[src/rtl/jpeg_stream_arb_if.sv]
// Stream bundle between N upstream JPEG byte sources, the frame arbiter and the decoder input.
// Signal suffixes are from the arbiter's point of view; "master" is the arbiter side.
interface jpeg_stream_arb_if #(
    parameter int CHANNELS = 4
);
    logic [CHANNELS-1:0]    inport_valid_i;
    logic [32*CHANNELS-1:0] inport_data_i;
    logic [4*CHANNELS-1:0]  inport_strb_i;
    logic [CHANNELS-1:0]    inport_last_i;
    logic [CHANNELS-1:0]    inport_accept_o;

    logic                   core_valid_o;
    logic [31:0]            core_data_o;
    logic [3:0]             core_strb_o;
    logic                   core_last_o;
    logic                   core_accept_i;
    logic                   core_idle_i;

    modport master (
        input  inport_valid_i, inport_data_i, inport_strb_i, inport_last_i,
        input  core_accept_i, core_idle_i,
        output inport_accept_o,
        output core_valid_o, core_data_o, core_strb_o, core_last_o
    );

    modport slave (
        output inport_valid_i, inport_data_i, inport_strb_i, inport_last_i,
        output core_accept_i, core_idle_i,
        input  inport_accept_o,
        input  core_valid_o, core_data_o, core_strb_o, core_last_o
    );
endinterface

[src/rtl/jpeg_stream_arb.sv]
// Frame-granular N-channel arbiter in front of jpeg_core: one channel owns the decoder from
// its first beat until the decoder has drained, so output pixels map to grant_ch_o.
module jpeg_stream_arb #(
    parameter int CHANNELS  = 4,
    parameter int CH_W      = 2,
    parameter int ARB_MODE  = 0,
    parameter int DRAIN_MIN = 4
) (
    input  logic            clk_i,
    input  logic            rst_i,
    jpeg_stream_arb_if.master bus,
    output logic            grant_valid_o,
    output logic [CH_W-1:0] grant_ch_o,
    output logic            frame_done_o
);

    localparam logic [1:0] ST_IDLE   = 2'd0;
    localparam logic [1:0] ST_STREAM = 2'd1;
    localparam logic [1:0] ST_DRAIN  = 2'd2;

    localparam logic [7:0] DRAIN_END = 8'(DRAIN_MIN);

    logic [1:0]      state_q, state_d;
    logic [CH_W-1:0] grant_q, grant_d;
    logic [CH_W-1:0] last_q, last_d;
    logic [7:0]      cnt_q, cnt_d;

    logic [CHANNELS-1:0] accept_c;
    logic                valid_c;
    logic [31:0]         data_c;
    logic [3:0]          strb_c;
    logic                last_c;

    logic                any_req;
    logic                last_xfer;
    logic                drain_done;
    logic [CH_W-1:0]     winner;

    // Round-robin searches upward from the channel after the previous grant; fixed priority from 0.
    function automatic logic [CH_W-1:0] pick_winner(
        input logic [CHANNELS-1:0] req,
        input logic [CH_W-1:0]     prev
    );
        logic [CH_W-1:0] win;
        logic [CH_W-1:0] idx;
        logic            found;
        win   = '0;
        found = 1'b0;
        for (int i = 0; i < CHANNELS; i++) begin
            if (ARB_MODE == 1) begin
                idx = CH_W'(i);
            end else begin
                idx = CH_W'((int'(prev) + 1 + i) % CHANNELS);
            end
            if (!found && req[idx]) begin
                win   = idx;
                found = 1'b1;
            end
        end
        return win;
    endfunction

    assign any_req    = |bus.inport_valid_i;
    assign winner     = pick_winner(bus.inport_valid_i, last_q);
    assign last_xfer  = (state_q == ST_STREAM) && valid_c && bus.core_accept_i && last_c;
    assign drain_done = (state_q == ST_DRAIN) && (cnt_q == DRAIN_END) && bus.core_idle_i;

    // Zero-latency mux: only the granted channel reaches the decoder, and only while streaming.
    always_comb begin
        accept_c = '0;
        valid_c  = 1'b0;
        data_c   = '0;
        strb_c   = '0;
        last_c   = 1'b0;
        if (state_q == ST_STREAM) begin
            for (int c = 0; c < CHANNELS; c++) begin
                if (grant_q == CH_W'(c)) begin
                    valid_c     = bus.inport_valid_i[c];
                    data_c      = bus.inport_data_i[32*c +: 32];
                    strb_c      = bus.inport_strb_i[4*c +: 4];
                    last_c      = bus.inport_last_i[c];
                    accept_c[c] = bus.core_accept_i;
                end
            end
        end
    end

    always_comb begin
        state_d = state_q;
        grant_d = grant_q;
        last_d  = last_q;
        cnt_d   = cnt_q;
        case (state_q)
            ST_IDLE: begin
                if (any_req) begin
                    grant_d = winner;
                    last_d  = winner;
                    state_d = ST_STREAM;
                end
            end
            ST_STREAM: begin
                if (last_xfer) begin
                    cnt_d   = '0;
                    state_d = ST_DRAIN;
                end
            end
            ST_DRAIN: begin
                if (cnt_q != DRAIN_END) begin
                    cnt_d = cnt_q + 8'd1;
                end
                // Arbitrating in the done cycle lets the next frame start the cycle after frame_done_o.
                if (drain_done) begin
                    if (any_req) begin
                        grant_d = winner;
                        last_d  = winner;
                        state_d = ST_STREAM;
                    end else begin
                        state_d = ST_IDLE;
                    end
                end
            end
            default: state_d = ST_IDLE;
        endcase
    end

    always_ff @(posedge clk_i) begin
        if (rst_i) begin
            state_q <= ST_IDLE;
            grant_q <= '0;
            last_q  <= CH_W'(CHANNELS - 1);
            cnt_q   <= '0;
        end else begin
            state_q <= state_d;
            grant_q <= grant_d;
            last_q  <= last_d;
            cnt_q   <= cnt_d;
        end
    end

    assign bus.inport_accept_o = accept_c;
    assign bus.core_valid_o    = valid_c;
    assign bus.core_data_o     = data_c;
    assign bus.core_strb_o     = strb_c;
    assign bus.core_last_o     = last_c;

    assign grant_valid_o = (state_q != ST_IDLE);
    assign grant_ch_o    = grant_q;
    assign frame_done_o  = drain_done;

endmodule

[src/flat_wrapper.sv]
// flat-port wrapper written by rule: the top's interface ports become plain ports
module jpeg_stream_arb_flat 
#(
    parameter int CHANNELS  = 4,
    parameter int CH_W      = 2,
    parameter int ARB_MODE  = 0,
    parameter int DRAIN_MIN = 4
)
  (clk_i, rst_i, grant_valid_o, grant_ch_o, frame_done_o, bus_inport_valid_i, bus_inport_data_i, bus_inport_strb_i, bus_inport_last_i, bus_core_accept_i, bus_core_idle_i, bus_inport_accept_o, bus_core_valid_o, bus_core_data_o, bus_core_strb_o, bus_core_last_o);
  jpeg_stream_arb_if #(.CHANNELS(CHANNELS)) bus_i ();
  input  logic clk_i;
  input  logic rst_i;
  output logic grant_valid_o;
  output logic [CH_W-1:0] grant_ch_o;
  output logic frame_done_o;
  input wire logic [$bits(bus_i.inport_valid_i)-1:0] bus_inport_valid_i;
  input wire logic [$bits(bus_i.inport_data_i)-1:0] bus_inport_data_i;
  input wire logic [$bits(bus_i.inport_strb_i)-1:0] bus_inport_strb_i;
  input wire logic [$bits(bus_i.inport_last_i)-1:0] bus_inport_last_i;
  input wire logic [$bits(bus_i.core_accept_i)-1:0] bus_core_accept_i;
  input wire logic [$bits(bus_i.core_idle_i)-1:0] bus_core_idle_i;
  output wire logic [$bits(bus_i.inport_accept_o)-1:0] bus_inport_accept_o;
  output wire logic [$bits(bus_i.core_valid_o)-1:0] bus_core_valid_o;
  output wire logic [$bits(bus_i.core_data_o)-1:0] bus_core_data_o;
  output wire logic [$bits(bus_i.core_strb_o)-1:0] bus_core_strb_o;
  output wire logic [$bits(bus_i.core_last_o)-1:0] bus_core_last_o;
  assign bus_i.inport_valid_i = bus_inport_valid_i;
  assign bus_i.inport_data_i = bus_inport_data_i;
  assign bus_i.inport_strb_i = bus_inport_strb_i;
  assign bus_i.inport_last_i = bus_inport_last_i;
  assign bus_i.core_accept_i = bus_core_accept_i;
  assign bus_i.core_idle_i = bus_core_idle_i;
  assign bus_inport_accept_o = bus_i.inport_accept_o;
  assign bus_core_valid_o = bus_i.core_valid_o;
  assign bus_core_data_o = bus_i.core_data_o;
  assign bus_core_strb_o = bus_i.core_strb_o;
  assign bus_core_last_o = bus_i.core_last_o;
  jpeg_stream_arb #(.CHANNELS(CHANNELS), .CH_W(CH_W), .ARB_MODE(ARB_MODE), .DRAIN_MIN(DRAIN_MIN)) u_core (.clk_i(clk_i), .rst_i(rst_i), .bus(bus_i), .grant_valid_o(grant_valid_o), .grant_ch_o(grant_ch_o), .frame_done_o(frame_done_o));
endmodule
[config.mk]
export PLATFORM = sky130hd
export DESIGN_NAME = jpeg_stream_arb_flat
export DESIGN_NICKNAME = d
export VERILOG_FILES = /design/src/rtl/jpeg_stream_arb_if.sv /design/src/rtl/jpeg_stream_arb.sv /design/src/flat_wrapper.sv
export SDC_FILE = /design/constraint.sdc
export NUM_CORES = 1
export LEC_CHECK = 0
export ABC_AREA = 1
export BUFFER_PORTS_ARGS = -buffer_cell sky130_fd_sc_hd__buf_2
export CORE_AREA = 2 2 77 79
export DETAILED_ROUTE_END_ITERATION = 12
export DIE_AREA = 0 0 79 81
export PLACE_DENSITY = 0.84
export REMOVE_ABC_BUFFERS = 1
export SETUP_SLACK_MARGIN = 0.4
export SLEW_MARGIN = 20
export SYNTH_ARGS = -nofsm -noshare
export SYNTH_HDL_FRONTEND = slang
export SYNTH_SLANG_ARGS = --single-unit
[constraint.sdc]
create_clock -name clk_i -period 2.66 [get_ports clk_i]
set_input_delay 0 -clock clk_i [delete_from_list [all_inputs] [get_ports clk_i]]
set_output_delay 0 -clock clk_i [all_outputs]
set_load 0.02 [all_outputs]
; ---- Word level (Yosys, flattened, before mapping)
; Index checks and enable logic that the tools add are counted.
; Widths: inputs -> output; s select.
[word_totals]
ff_bits = 14
input_bits = 156
output_inout_bits = 46
wordCells = 98
[op_classes]
add_sub_neg = 5
n_lt_le_gt_ge = 4
n_eq_ne = 11
n_mux = 54
n_reduce_logical = 20
[ops]
columns = operator, n
row1 = $mux 32, 5
row2 = $mux 4, 6
row3 = $mux 1, 22
row4 = $mux 2, 11
row5 = $mux 8, 2
row6 = $pmux 8 s2, 1
row7 = $lt 2x3->1 const B, 4
row8 = $add 8x1->8 const B, 1
row9 = $bmux 1 s2, 4
row10 = $eq 8x3->1 const B, 1
row11 = $logic_and 1x1->1, 8
row12 = $ne 8x3->1 const B, 1
row13 = $pmux 2 s2, 2
row14 = $eq 2x2->1 const B, 3
row15 = $pmux 2 s3, 1
row16 = $reduce_and 3->1, 2
row17 = $reduce_bool 2->1, 3
row18 = $add 2x1->2 const B, 2
row19 = $add 2x2->2 const B, 2
row20 = $eq 2x1->1 const B, 2
row21 = $logic_not 2->1, 2
row22 = $ne 2x1->1 const B, 2
row23 = $ne 2x2->1 const B, 2
row24 = $reduce_or 4->1, 1
row25 = 2 further kinds, 4

; ---- Longest topological paths before layout
[depth]
ltp_word = 16
depth_mapped = 12

; ---- Worst setup path before layout
; OpenSTA, ideal clock, no wires.
[synth_path]
kind = register -> register
from = register u_core.grant_q[0], in the netlist u_core.grant_ch_o[0]
to = register u_core.cnt_q[2]
setup_ns = 0.113
arrival_ns = 1.393
required_time_ns = 2.547
slack_ns = 1.154
path_stages_with_launch = 13
path_buffers = 1
path_cell_list = dfxtp_1 -> buf_6 -> inv_4 -> nor2_4 -> nand2_1 -> nand3_1 -> nand2_1 -> inv_2 -> nand3_4 -> nand2_4 -> nand2_1 -> nand2_1 -> nor2_1
[synth_via]
elab_chain_len = 11
[synth_lines]
columns = item, line
row1 = from (decl), jpeg_stream_arb.sv:24  ; logic [CH_W-1:0] grant_q, grant_d;
row2 = from (signal assigned), jpeg_stream_arb.sv:134  ; grant_q <= grant_d;
row3 = $logic_not 2->1, jpeg_stream_arb.sv:77  ; if (grant_q == CH_W'(c)) begin
row4 = $mux 1 (3 in series), jpeg_stream_arb.sv:77
row5 = $mux 1 *, jpeg_stream_arb.sv:77
row6 = $mux 1 *, jpeg_stream_arb.sv:75  ; if (state_q == ST_STREAM) begin
row7 = via bus_core_valid_o, flat_wrapper.sv:23  ; output wire logic [$bits(bus_i.core_valid_o)-1:0] bus_core_valid_o;
row8 = $logic_and 1x1->1 * (3 in series), jpeg_stream_arb.sv:65  ; assign last_xfer = (state_q == ST_STREAM) && valid_c && bus.core_accept_i && last_c;
row9 = $ne 2x1->1 (no source line) *, n/a
row10 = $reduce_and 3->1 (no source line) *, n/a
row11 = to (signal assigned), jpeg_stream_arb.sv:136  ; cnt_q <= cnt_d;
row12 = to (decl), jpeg_stream_arb.sv:26  ; logic [7:0] cnt_q, cnt_d;
; Mark *: on every way through the listed nets, which the timed path passes. The rest lies on a longest branch.
; A chain may end at the register's enable or synchronous reset.

; ---- Worst setup path after layout
[layout_path]
from = register u_core.state_q[0]
to = output port bus_inport_accept_o[1]
[layout_via]
elab_chain_len = 2
[layout_lines]
columns = item, line
row1 = from (decl), jpeg_stream_arb.sv:23  ; logic [1:0] state_q, state_d;
row2 = from (signal assigned), jpeg_stream_arb.sv:133  ; state_q <= state_d;
row3 = $eq 2x1->1, jpeg_stream_arb.sv:75
row4 = $mux 4, jpeg_stream_arb.sv:75
row5 = to (decl), flat_wrapper.sv:22  ; output wire logic [$bits(bus_i.inport_accept_o)-1:0] bus_inport_accept_o;
; No other way between the ends.

==> results.yml <==
critical_path:
  end_kind: "output pin"
  slowest_stage: "inv_1"
  rr_endpoint: "u_core.cnt_q[3]"
  path_cells: "nand2_2, inv_1, nand2_1, nor3_1, buf_2"
  cp.required_ns: 2.66
  crit_buf_inv: 2
  crit-reg2reg-launch: "u_core.grant_ch_o[1]"
  slowest_delay_ns: 0.58
  r2r_cells: 10
  start_kind: "register"
  crit_type: "register to output pin"
  cp.arrival_ns: 2.09
  worst-path-max-fanout: 22
  cp_top_family: "buffers and inverters"
  reg2reg_slack_ns: 0.62
clock_tree:
  ctsResizeCount: 0
  clk_pin_slew_ns: 0.06
  post_cts_buffers: 0
  clkLatencyLatePin_ns: 0.25
  cts_hold_buf: 0
  cts_sinks: 14
  cts_tree: "done"
  cts_max_level: 1
  clock_path_buffers: 2
  cts_root_buf: "clkbuf_8"
  numCtsBuffers: 3
synth:
  yosysSeqAreaShare_pct: 12.58
  synth_top_area_share_pct: 19.03
  postSynthAreaPerCell_sq_um: 5.370
  synth-edff-count: 0
  synth_area_leaders: "nand2_1 (19%), dfxtp_1 (13%), nand3_1 (10%)"
  synth_common_cells: "nand2_1 (113), nand3_1 (45), nor2_1 (42)"
  synth_most_common_cell: "nand2_1"
  async_flop_share_pct: 0
  synthCells: 415
  yosys_warnings: 0
  ys_types: 29
  yosys.area.top_type: "nand2_1"
  synth-main-ff-cell: "dfxtp_1"
  synth-seq-cells: 14
  syn_area_sq_um: 2228
floorplanning:
  num_rows: 28
  fp.dieH_um: 81
  pin_count: 202
  dieWidth_um: 79
  fp.dieArea_sq_um: 6399
  start_util_pct: 39.26
  coreArea_sq_um: 5675
sta:
  setup_viol: 0
  finalHoldViolations: 0
  max-slew-margin-rel_pct: 50.55
  period_minus_slack_ns: 2.092
  fin_crit_sh_pct: 78.64
  final.setup.tns_ns: 0
  drv_slew: 0
  skew_ns: 0.005542
  max_freq_mhz: 478.1
  rsz0062_at_grt: "true"
  tightest_slew_ns: 0.7409
power:
  power_frac_seq_pct: 15.8
  p_sw_mw: 1.006
  intPower_mw: 0.8563
  p_leak_nw: 1.940
  peakVddDrop_mv: 0.2575
  power_switching_share_pct: 54.02
  p_per_area_nw_per_um2: 567.2
  p_clk_share_pct: 11.3
  combPwrFrac_pct: 72.9
placed_design:
  gp_congestion: 0.8909
  port-buffer-count: 201
  hpwl_um: 7226
  placed_area_sq_um: 3222
worst_hold_path:
  hold_depth: 2
  min_path_type: "input pin to register"
  hold_start: "rst_i"
  hold_end: "u_core.cnt_q[4]"
route:
  ant_nets: 0
  routedWlPerCell_um: 13.66
  vias: 3497
  viasPerCell: 5.181
  drtPass1Iterations: 5
  drt_wl_total_um: 9219
  drc: 0
  drt_iter0_markers: 260
grt:
  grt_max_degree: 47
  grt_pass1_wl_um: 13340
  grt_pass1_vias: 2923
  gr-total-overflow: 0
  antenna_found_initial: 0
  grt_usage_pct: 25.24
run:
  max_cap_viol_count: 0
final_layout:
  area_growth_pct: 47.33
  nNetsFinal: 759
  antenna_cells: 0
  drive_gt1_share_pct: 39.00
  fin_area_sq_um: 3283
  register_area_sq_um: 280.3
  multiInputGateArea_sq_um: 1633
  fillers: 561
outcome:
  status: "finished clean"
power by group through the flow:
stage	Sequential (mW)	Clock, mW	Combinational, mW
floorplan	0.314	0	0.865
global placement	0.292	0	1.31
detailed placement	0.296	0	1.33
CTS	0.291	0.209	1.34
global route	0.299	0.220	1.50
finish	0.295	0.210	1.36
routing by layer:
layer	vias up	track usage [%]	share of wire (%)	routed length (um)
met5	-	0	0	0
met4	0	3.793	0.55	51
met3	8	4.778	9.5	877
met2	193	41.95	47	4342
met1	1542	34.72	43	3949
li1	1754	-	-	-
worst max-delay path by stage:
stage / from / end / slack (ns) / cells after the start
after floorplan: u_core.grant_ch_o[0] / u_core.cnt_q[2] / 0.50 / 11
after global placement: u_core.grant_ch_o[0] / u_core.cnt_q[2] / 0.71 / 11
after detailed placement: u_core.grant_ch_o[0] / u_core.cnt_q[3] / 0.62 / 11
after CTS: u_core.grant_ch_o[0] / bus_core_data_o[21] / 0.59 / 7
after global routing: u_core.grant_ch_o[1] / bus_core_data_o[21] / 0.39 / 7
final: u_core.state_q[0] / bus_inport_accept_o[1] / 0.57 / 5
sequential cells by signal, indices dropped and copies added, names as in the netlist:
signal,flops
u_core.state_q,2
u_core.cnt_q,8
u_core.grant_ch_o,2
u_core.last_q,2
cell families (layout without fill, tap and decap cells):
kind of cell	after synthesis	after routing	share of synthesized area (%)
and+or+nand+nor	213	214	41.44
buffers and inverters	74	258	14.43
AOI/OAI and AO/OA	112	112	30.43
adders and majority gates	2	2	1.123
DFF	14	14	12.58
final cells by class:
cell class | count | share of cell area [%]
Multi-Input combinational cell | 328 | 49.73
Timing Repair Buffer | 204 | 31.33
Sequential cell | 14 | 8.537
Inverter | 50 | 5.869
Tap cell | 75 | 2.858
Clock buffer | 4 | 1.677
placed cells by master, fill, tap and decap left out, drive strengths merged:
cell type	synthesis	final
nand2	118	118
o211ai	19	19
o21bai	8	8
nor2	47	48
o21ai	36	36
dfxtp	14	14
nor4	1	1
nor3	1	1
ha	2	2
o21a	4	4
a22oi	1	1
clkbuf	10	4
buf	14	204
nand3	46	46
inv	50	50
o22ai	12	12
o221ai	5	5
a21oi	27	27
metrics by stage:
step | total power [mW] | hold WS (ns) | std cells | setup WS, ns | util [%]
floorplan | 1.179 | 0.06907 | 391 | 0.4995 | -
CTS | 1.836 | 0.03586 | 674 | 0.5868 | 57.74
finish | 1.862 | 0.04366 | 675 | 0.5683 | 57.85
global placement | 1.600 | 0.2963 | 670 | 0.7076 | 56.77
global route | 2.017 | 0.05014 | 675 | 0.3853 | 57.85
detailed placement | 1.626 | 0.2932 | 670 | 0.6228 | 56.77
Note: power is estimated with default switching activity, not from simulation.
